==> config.mk <==
export PLATFORM = sky130hd
export DESIGN_NAME = multdiv_issue
export DESIGN_NICKNAME = d
export VERILOG_FILES = /design/src/rtl/multdiv_pkg.sv /design/src/rtl/multdiv_issue.sv
export SDC_FILE = /design/constraint.sdc
export NUM_CORES = 1
export LEC_CHECK = 0
export ABC_CLOCK_PERIOD_IN_PS = 2460
export CORE_MARGIN = 2
export CORE_UTILIZATION = 41
export CTS_BUF_LIST = sky130_fd_sc_hd__clkbuf_4 sky130_fd_sc_hd__clkbuf_8
export DETAILED_ROUTE_END_ITERATION = 8
export GPL_TIMING_DRIVEN = 1
export HOLD_SLACK_MARGIN = 0.12
export PLACE_DENSITY = 0.93
export SLEW_MARGIN = 10
export SYNTH_ARGS = -nofsm -noshare
export SYNTH_HDL_FRONTEND = slang
export SYNTH_SLANG_ARGS = --single-unit
==> constraint.sdc <==
create_clock -name clock -period 2.46 [get_ports clock]
set_input_delay 0.492 -clock clock [delete_from_list [all_inputs] [get_ports clock]]
set_output_delay 0.492 -clock clock [all_outputs]
set_load 0.005 [all_outputs]
==> src/rtl/multdiv_pkg.sv <==
// +--------------------------------------------------------------------------+
// | multdiv_pkg : shared encodings for the mult/div issue stage              |
// | Rev 1.0                                                                  |
// +--------------------------------------------------------------------------+
`default_nettype none

package multdiv_pkg;

   typedef enum logic [1:0] {
      S_IDLE  = 2'd0,
      S_ISSUE = 2'd1,
      S_WAIT  = 2'd2,
      S_DONE  = 2'd3
   } state_e;

   localparam logic OP_MULT = 1'b0;
   localparam logic OP_DIV  = 1'b1;

   localparam int DEFAULT_TIMEOUT = 40;

endpackage

`default_nettype wire

==> src/rtl/multdiv_issue.sv <==
// +--------------------------------------------------------------------------+
// | multdiv_issue : issues one mult/div op, stalls until result or timeout   |
// | Rev 1.0                                                                  |
// +--------------------------------------------------------------------------+
`default_nettype none

module multdiv_issue
   import multdiv_pkg::*;
#(
   parameter int TIMEOUT = DEFAULT_TIMEOUT,
   parameter int CW      = 6
) (
   input  logic        clock,
   input  logic        reset,
   input  logic        req_valid,
   input  logic        req_op,
   input  logic [31:0] req_a,
   input  logic [31:0] req_b,
   input  logic [4:0]  req_rd,
   output logic        ctrl_MULT,
   output logic        ctrl_DIV,
   output logic [31:0] data_operandA,
   output logic [31:0] data_operandB,
   input  logic [31:0] mult_result,
   input  logic [31:0] div_result,
   input  logic        mult_exception,
   input  logic        div_exception,
   input  logic        mult_resultRDY,
   input  logic        div_resultRDY,
   output logic        stall,
   output logic        wb_valid,
   output logic [31:0] wb_data,
   output logic        wb_exception,
   output logic [4:0]  wb_rd,
   input  logic        wb_ready
);

   // WAIT starts with the counter at 0, so the last allowed cycle holds TIMEOUT-1
   localparam logic [CW-1:0] CNT_LAST = CW'(TIMEOUT - 1);

   state_e        state_q, state_d;
   logic          op_q, op_d;
   logic [31:0]   a_q, a_d;
   logic [31:0]   b_q, b_d;
   logic [4:0]    rd_q, rd_d;
   logic [CW-1:0] cnt_q, cnt_d;
   logic          ctrl_mult_q, ctrl_mult_d;
   logic          ctrl_div_q, ctrl_div_d;
   logic          wb_valid_q, wb_valid_d;
   logic [31:0]   wb_data_q, wb_data_d;
   logic          wb_exc_q, wb_exc_d;

   logic          sel_rdy;
   logic [31:0]   sel_result;
   logic          sel_exc;

   always_comb begin
      sel_rdy    = (op_q == OP_DIV) ? div_resultRDY  : mult_resultRDY;
      sel_result = (op_q == OP_DIV) ? div_result     : mult_result;
      sel_exc    = (op_q == OP_DIV) ? div_exception  : mult_exception;
   end

   always_comb begin
      state_d     = state_q;
      op_d        = op_q;
      a_d         = a_q;
      b_d         = b_q;
      rd_d        = rd_q;
      cnt_d       = cnt_q;
      ctrl_mult_d = 1'b0;
      ctrl_div_d  = 1'b0;
      wb_valid_d  = wb_valid_q;
      wb_data_d   = wb_data_q;
      wb_exc_d    = wb_exc_q;

      case (state_q)
         S_IDLE: begin
            if (req_valid) begin
               op_d = req_op;
               a_d  = req_a;
               b_d  = req_b;
               rd_d = req_rd;
               if (req_op == OP_DIV && req_b == 32'd0) begin
                  state_d    = S_DONE;
                  wb_valid_d = 1'b1;
                  wb_data_d  = 32'd0;
                  wb_exc_d   = 1'b1;
               end else begin
                  state_d     = S_ISSUE;
                  ctrl_mult_d = (req_op == OP_MULT);
                  ctrl_div_d  = (req_op == OP_DIV);
               end
            end
         end
         S_ISSUE: begin
            cnt_d   = '0;
            state_d = S_WAIT;
         end
         S_WAIT: begin
            cnt_d = cnt_q + CW'(1);
            if (sel_rdy) begin
               state_d    = S_DONE;
               wb_valid_d = 1'b1;
               wb_data_d  = sel_result;
               wb_exc_d   = sel_exc;
            end else if (cnt_q == CNT_LAST) begin
               state_d    = S_DONE;
               wb_valid_d = 1'b1;
               wb_data_d  = 32'd0;
               wb_exc_d   = 1'b1;
            end
         end
         S_DONE: begin
            if (wb_ready) begin
               state_d    = S_IDLE;
               wb_valid_d = 1'b0;
            end
         end
         default: state_d = S_IDLE;
      endcase
   end

   always_ff @(posedge clock) begin
      if (reset) begin
         state_q     <= S_IDLE;
         op_q        <= OP_MULT;
         a_q         <= '0;
         b_q         <= '0;
         rd_q        <= '0;
         cnt_q       <= '0;
         ctrl_mult_q <= 1'b0;
         ctrl_div_q  <= 1'b0;
         wb_valid_q  <= 1'b0;
         wb_data_q   <= '0;
         wb_exc_q    <= 1'b0;
      end else begin
         state_q     <= state_d;
         op_q        <= op_d;
         a_q         <= a_d;
         b_q         <= b_d;
         rd_q        <= rd_d;
         cnt_q       <= cnt_d;
         ctrl_mult_q <= ctrl_mult_d;
         ctrl_div_q  <= ctrl_div_d;
         wb_valid_q  <= wb_valid_d;
         wb_data_q   <= wb_data_d;
         wb_exc_q    <= wb_exc_d;
      end
   end

   assign stall = ((state_q == S_IDLE) && req_valid)
                | (state_q == S_ISSUE)
                | (state_q == S_WAIT)
                | ((state_q == S_DONE) && !wb_ready);

   assign ctrl_MULT     = ctrl_mult_q;
   assign ctrl_DIV      = ctrl_div_q;
   assign data_operandA = a_q;
   assign data_operandB = b_q;
   assign wb_valid      = wb_valid_q;
   assign wb_data       = wb_data_q;
   assign wb_exception  = wb_exc_q;
   assign wb_rd         = rd_q;

endmodule

`default_nettype wire

== After elaboration in Yosys (flattened, before gate mapping) ==
Index checks and enable logic that the tools add are counted.

* Output and inout bits: 106
* Flip-flop bits (word level): 114
* Logic and storage cells: 63
* Input port bits: 142

* Multiplexer cells: 23
* Bitwise operators: 6
* Reduce and logical (&&, ||, !) cells: 14
* Equality and inequality tests: 8
* Add/subtract/negate cells: 1

{| class="wikitable"
|+ Operator list
! kind !! count
|-
| two-way mux 32 bit || 5
|-
| case mux 32 bit (2 select lines) || 1
|-
| zero test 32 bit || 1
|-
| case mux 6 bit (2 select lines) || 1
|-
| two-way mux 2 bit || 5
|-
| two-way mux 1 bit || 8
|-
| case mux 2 bit (4 select lines) || 1
|-
| adder 6 x 1 -> 6 bit, second input constant || 1
|-
| == test 6 bit, second input constant || 1
|-
| != test 2 bit, second input constant || 3
|-
| AND reduction 5 bit || 1
|-
| == test 2 bit, second input constant || 2
|-
| AND reduction 4 bit || 1
|-
| nonzero test 2 bit || 2
|-
| OR reduction 4 bit || 1
|-
| logical AND 1 bit || 3
|-
| != test 3 bit, second input constant || 1
|-
| inverter 1 bit || 3
|-
| OR 1 bit || 3
|-
| case mux 1 bit (3 select lines) || 1
|-
| AND reduction 3 bit || 1
|-
| nonzero test 3 bit || 1
|-
| == test 2 x 1 -> 1 bit, second input constant || 1
|-
| zero test 2 bit || 1
|-
| other kinds (3) || 3
|}

== Logic depth before layout (Yosys ltp) ==
* Word-level depth: 5
* Depth in mapped cells: 9
* Depth with buffers taken out: 7

== Worst setup path before layout ==
Ideal clock, no wire load.

* Path type: register to register
* From: register state_q[0]
* To: register wb_data_q[10] (netlist: wb_data[10])
* Path slack: 433 ps
* Arrival: 1904 ps
* Stages on the path, launching flop included: 10
* Period minus slack after synthesis: 2027 ps
* Library setup time: 123 ps
* Cells stage by stage: dfxtp_1 -> inv_1 -> ha_1 -> clkbuf_1 -> inv_1 -> a211oi_2 -> nor2_1 -> a21oi_4 -> buf_6 -> mux2_1

* Cells in the longest elaborated chain, start to end: 3
* Elaborated cells between the ends (all ways): 8
* Classes of those cells: eq/ne (4); mux (1); reduce/logical (3)

{| class="wikitable"
|+ RTL lines
! what !! RTL line !! text
|-
| start: declaration || multdiv_issue.sv:41 || <nowiki>state_e state_q, state_d;</nowiki>
|-
| start signal: assignment || multdiv_issue.sv:137 || <nowiki>state_q <= state_d;</nowiki>
|-
| == test 2 bit / zero test 2 bit (equally long branches) || multdiv_issue.sv:76 || <nowiki>case (state_q)</nowiki>
|-
| != test 3 bit (no line) (tied with other cells) || n/a ||
|-
| AND reduction 4 bit (no line) || n/a ||
|-
| end signal: assignment || multdiv_issue.sv:146 || <nowiki>wb_data_q <= wb_data_d;</nowiki>
|-
| end: declaration || multdiv_issue.sv:50 || <nowiki>logic [31:0] wb_data_q, wb_data_d;</nowiki>
|}

Several ways; a longest one is shown, not always the timed one.
A chain may end at the register's enable or synchronous reset.

== Worst setup path in the final report ==
* From: register state_q[0]
* To: output port stall

* Cells in the longest elaborated chain, start to end: 5
* Elaborated cells between the ends (all ways): 9
* Classes of those cells: eq/ne (3); bitwise (3); reduce/logical (3)

{| class="wikitable"
|+ RTL lines
! what !! RTL line !! text
|-
| zero test 2 bit || multdiv_issue.sv:151 || <nowiki>assign stall = ((state_q == S_IDLE) && req_valid)</nowiki>
|-
| logical AND 1 bit || multdiv_issue.sv:151 ||
|-
| OR 1 bit || multdiv_issue.sv:152 || <nowiki>| (state_q == S_ISSUE)</nowiki>
|-
| OR 1 bit || multdiv_issue.sv:153 || <nowiki>| (state_q == S_WAIT)</nowiki>
|-
| OR 1 bit * || multdiv_issue.sv:154 || <nowiki>| ((state_q == S_DONE) && !wb_ready);</nowiki>
|-
| end: declaration || multdiv_issue.sv:30 || <nowiki>output logic stall,</nowiki>
|}

Every way passes the cells marked *; elsewhere a longest branch is shown, timed or not.

==> qor.yml <==
status:
  outcome: "finished with violations"
  violations: "DRC"
floorplanning:
  die_w_um: 113
  die-area_sq_um: 12800
  io_pins: 248
  fp.coreArea_sq_um: 11500
  die_h_um: 113
  initial_core_util_pct: 42.3
  rows: 39
sta:
  post-route-period-util_pct: 94.1
  fin_crit_ps: 2310
  finalHoldViolations: 0
  rsz0062_at_grt: "no"
  report.final.slew_viol_count: 0
  setup_viol: 0
  fmax_mhz: 432
  max_slew_margin_pct: 61.5
  skew_ps: 8.94
  worst_pin_slew_ps: 578
synthesis:
  postSynth.asyncResetShare_pct: 0
  syn_area_sq_um: 4870
  netlist_instances: 568
  synth-edff-count: 0
  synth.yosys.warnings: 0
  yosysSeqAreaShare_pct: 46.9
  syn-num-nets: 716
  synth.distinct_cells: 40
  synth_seq_cells: 114
  avgSynthCellArea_sq_um: 8.58
  synth-main-ff-cell: "dfxtp_1"
routing:
  met1Wirelength_mm: 5.43
  drt_iter0_drc: 233
  via_per_inst: 4.92
  drt-pass1-iter-count: 7
  wl_mm: 14.3
  wl_met2_mm: 7.47
  drc: 10
  highest_layer: "met4"
  vias: 4744
  met3_wirelength_um: 896
  ant_nets: 0
  avgRoutedWirePerCell_um: 14.8
placed_design:
  hpwl_mm: 10.5
  place_congestion: 0.863
  portBuffers: 247
  dp_cells: 933
pwr:
  pwr-share-clk_pct: 30.6
  p_leak_nw: 3.03
  p_seq_share_pct: 35.9
  internal-power_mw: 4.33
  netSwitchingFraction_pct: 30.6
  peakVddDrop_v: 0.000502
  power_density_nw_per_um2: 785
  switchingPower_mw: 1.91
  finalPower_mw: 6.24
  combPwrFrac_pct: 33.5
layout:
  final_cells: 965
  num_antenna_cells: 0
  nNetsFinal: 957
  layout-drive-gt1-share_pct: 7.54
  syn2layout_area_growth_pct: 63.1
  fillCellCount: 931
cts:
  cts_htree_levels: 4
  clk_pin_slew_ps: 70
  insertion_delay_ps: 420
  clock-root-buffer: "clkbuf_8"
  cts_sinks: 114
  cts_tree: "done"
  cts-buffers-inserted: 17
  cts_buffer_depth: 2
run:
  cap_violations: 0
critical_path:
  r2r_start: "cnt_q[0]"
  worstSetupPathType: "flip-flop to output port"
  arrival_ps: 1820
  r2r-end: "wb_data[6]"
  critPathMaxFanout: 4
  worst_ep_required_time_ps: 1970
  startpoint: "state_q[0]"
  critPathLaunchType: "flip-flop"
  rr_worst_depth: 7
  critPathCaptureType: "output port"
  r2r_slack_ps: 300
min_path:
  min_path_cells: 2
  min-delay-start: "reset"
  min-delay-path-class: "input pin to flip-flop"
  min_to: "data_operandA[19]"
global_route:
  grt_pass1_vias: 4808
  grt_pass1_wl_mm: 23.0
  antenna_found_initial: 0
  grt_max_degree: 56
  grt_use_total_pct: 22.6
  overflow: 0
[stage by stage]
stage                     instance area, sq um  TNS (ps)  hold WS, ps  utilization (%)  setup slack, ps
after floorplan                           4870         0          452                -              433
final                                     7940         0          432             69.0              146
after CTS                                 7940         0          397             69.0             41.1
after global placement                    7510     -7210          440             65.2             -228
after detailed placement                  7510     -6290          445             65.2             -213
after global routing                      7940         0          398             69.0             3.57
[placed cells by master (no fill, tap or decap), drive strengths merged, types with 6 or more instances in the layout]
master         instances
nor2b                 32
dfxtp                114
nor2                  39
a21oi                 74
inv                    8
nor4                   7
nand2                144
clkdlybuf4s50        246
mux2                  34
ha                     6
clkbuf                18
buf                   16
mux2i                 32
[how the worst max path moves through the flow]
stage                     depth (start not counted)     endpoint  slack (ps)
after floorplan                                   9  wb_data[10]         430
after global placement                            8  wb_data[30]        -230
after detailed placement                          8   wb_data[3]        -210
after CTS                                         5        stall          40
after global routing                              5        stall           4
final                                             5        stall         150
[worst max-delay path: stages (launching register included)]
cell,delay [ps]
dfxtp_1,330
inv_1,130
ha_1,260
nand2_2,100
nand3_1,90
clkdlybuf4s50_1,510
[routing by layer]
layer	vias up	GRT usage, %
li1	2360	-
met3	34	7.34
met4	0	10.2
met2	155	40.1
met1	2195	24.6
met5	-	0
[final cells by class]
| cell class | count | area [sq um] | area share (%) |
|---|---|---|---|
| inverter | 7 | 26.3 | 0.331 |
| clock inverter | 14 | 186 | 2.35 |
| multi-input combinational | 407 | 2390 | 30.1 |
| sequential | 114 | 2280 | 28.7 |
| timing repair buffer | 262 | 2630 | 33.1 |
| tap | 143 | 179 | 2.25 |
| clock buffer | 18 | 248 | 3.12 |
[cells by family (layout without fill, tap and decap cells)]
logic type,after synthesis,count (layout),share of synthesized area [%]
adder cells (fa/ha/maj),6,6,1.54
AND/OR/NAND/NOR,245,245,22.3
XOR/XNOR,4,4,0.719
multiplexers,66,66,14.5
AO/OA/AOI/OAI,86,86,9.81
buffers and inverters,47,301,4.24
flip-flops,114,114,46.9
[flip-flops by register name, indices dropped and copies added (netlist names)]
name           flops
ctrl_MULT          1
wb_valid           1
ctrl_DIV           1
wb_rd              5
op_q               1
wb_data           32
data_operandB     32
wb_exception       1
data_operandA     32
state_q            2
cnt_q              6
[power by group through the flow]
stage                     Clock [mW]  Sequential, mW  Combinational, mW
after floorplan                    0            2.30               1.04
after global placement             0            2.27               2.06
after detailed placement           0            2.29               2.09
after CTS                       1.96            2.24               2.11
after global routing            2.05            2.27               2.30
final                           1.91            2.24               2.09
[repair_timing]
item	in CTS	in global routing
endpoints found under the setup margin	0	1
setup buffers	0	0
gates resized for setup	0	1
hold buffers	0	0
endpoints found under the hold margin	0	0
[synthesized netlist by cell type (2+ instances only)]
cell type  count  area (sq um)
clkbuf_1      28           105
nand4_1        4          25.0
nor3_1         3          15.0
xor2_1         4          35.0
inv_1          7          26.3
nor2b_1       32           200
mux2_2         4          45.0
buf_6          4          45.0
o21a_1         2          15.0
dfxtp_1      114          2280
nor4b_1        2          17.5
nor4_1         7          43.8
mux2_1        29           327
ha_1           6          75.1
buf_1          8          30.0
mux2i_1       32           320
and2_1         2          12.5
nor2_1        39           146
a21oi_1       73           365
nand3_1        3          15.0
nand2b_1       3          18.8
nand2_1      144           541
(Power assumes the default switching activity.)
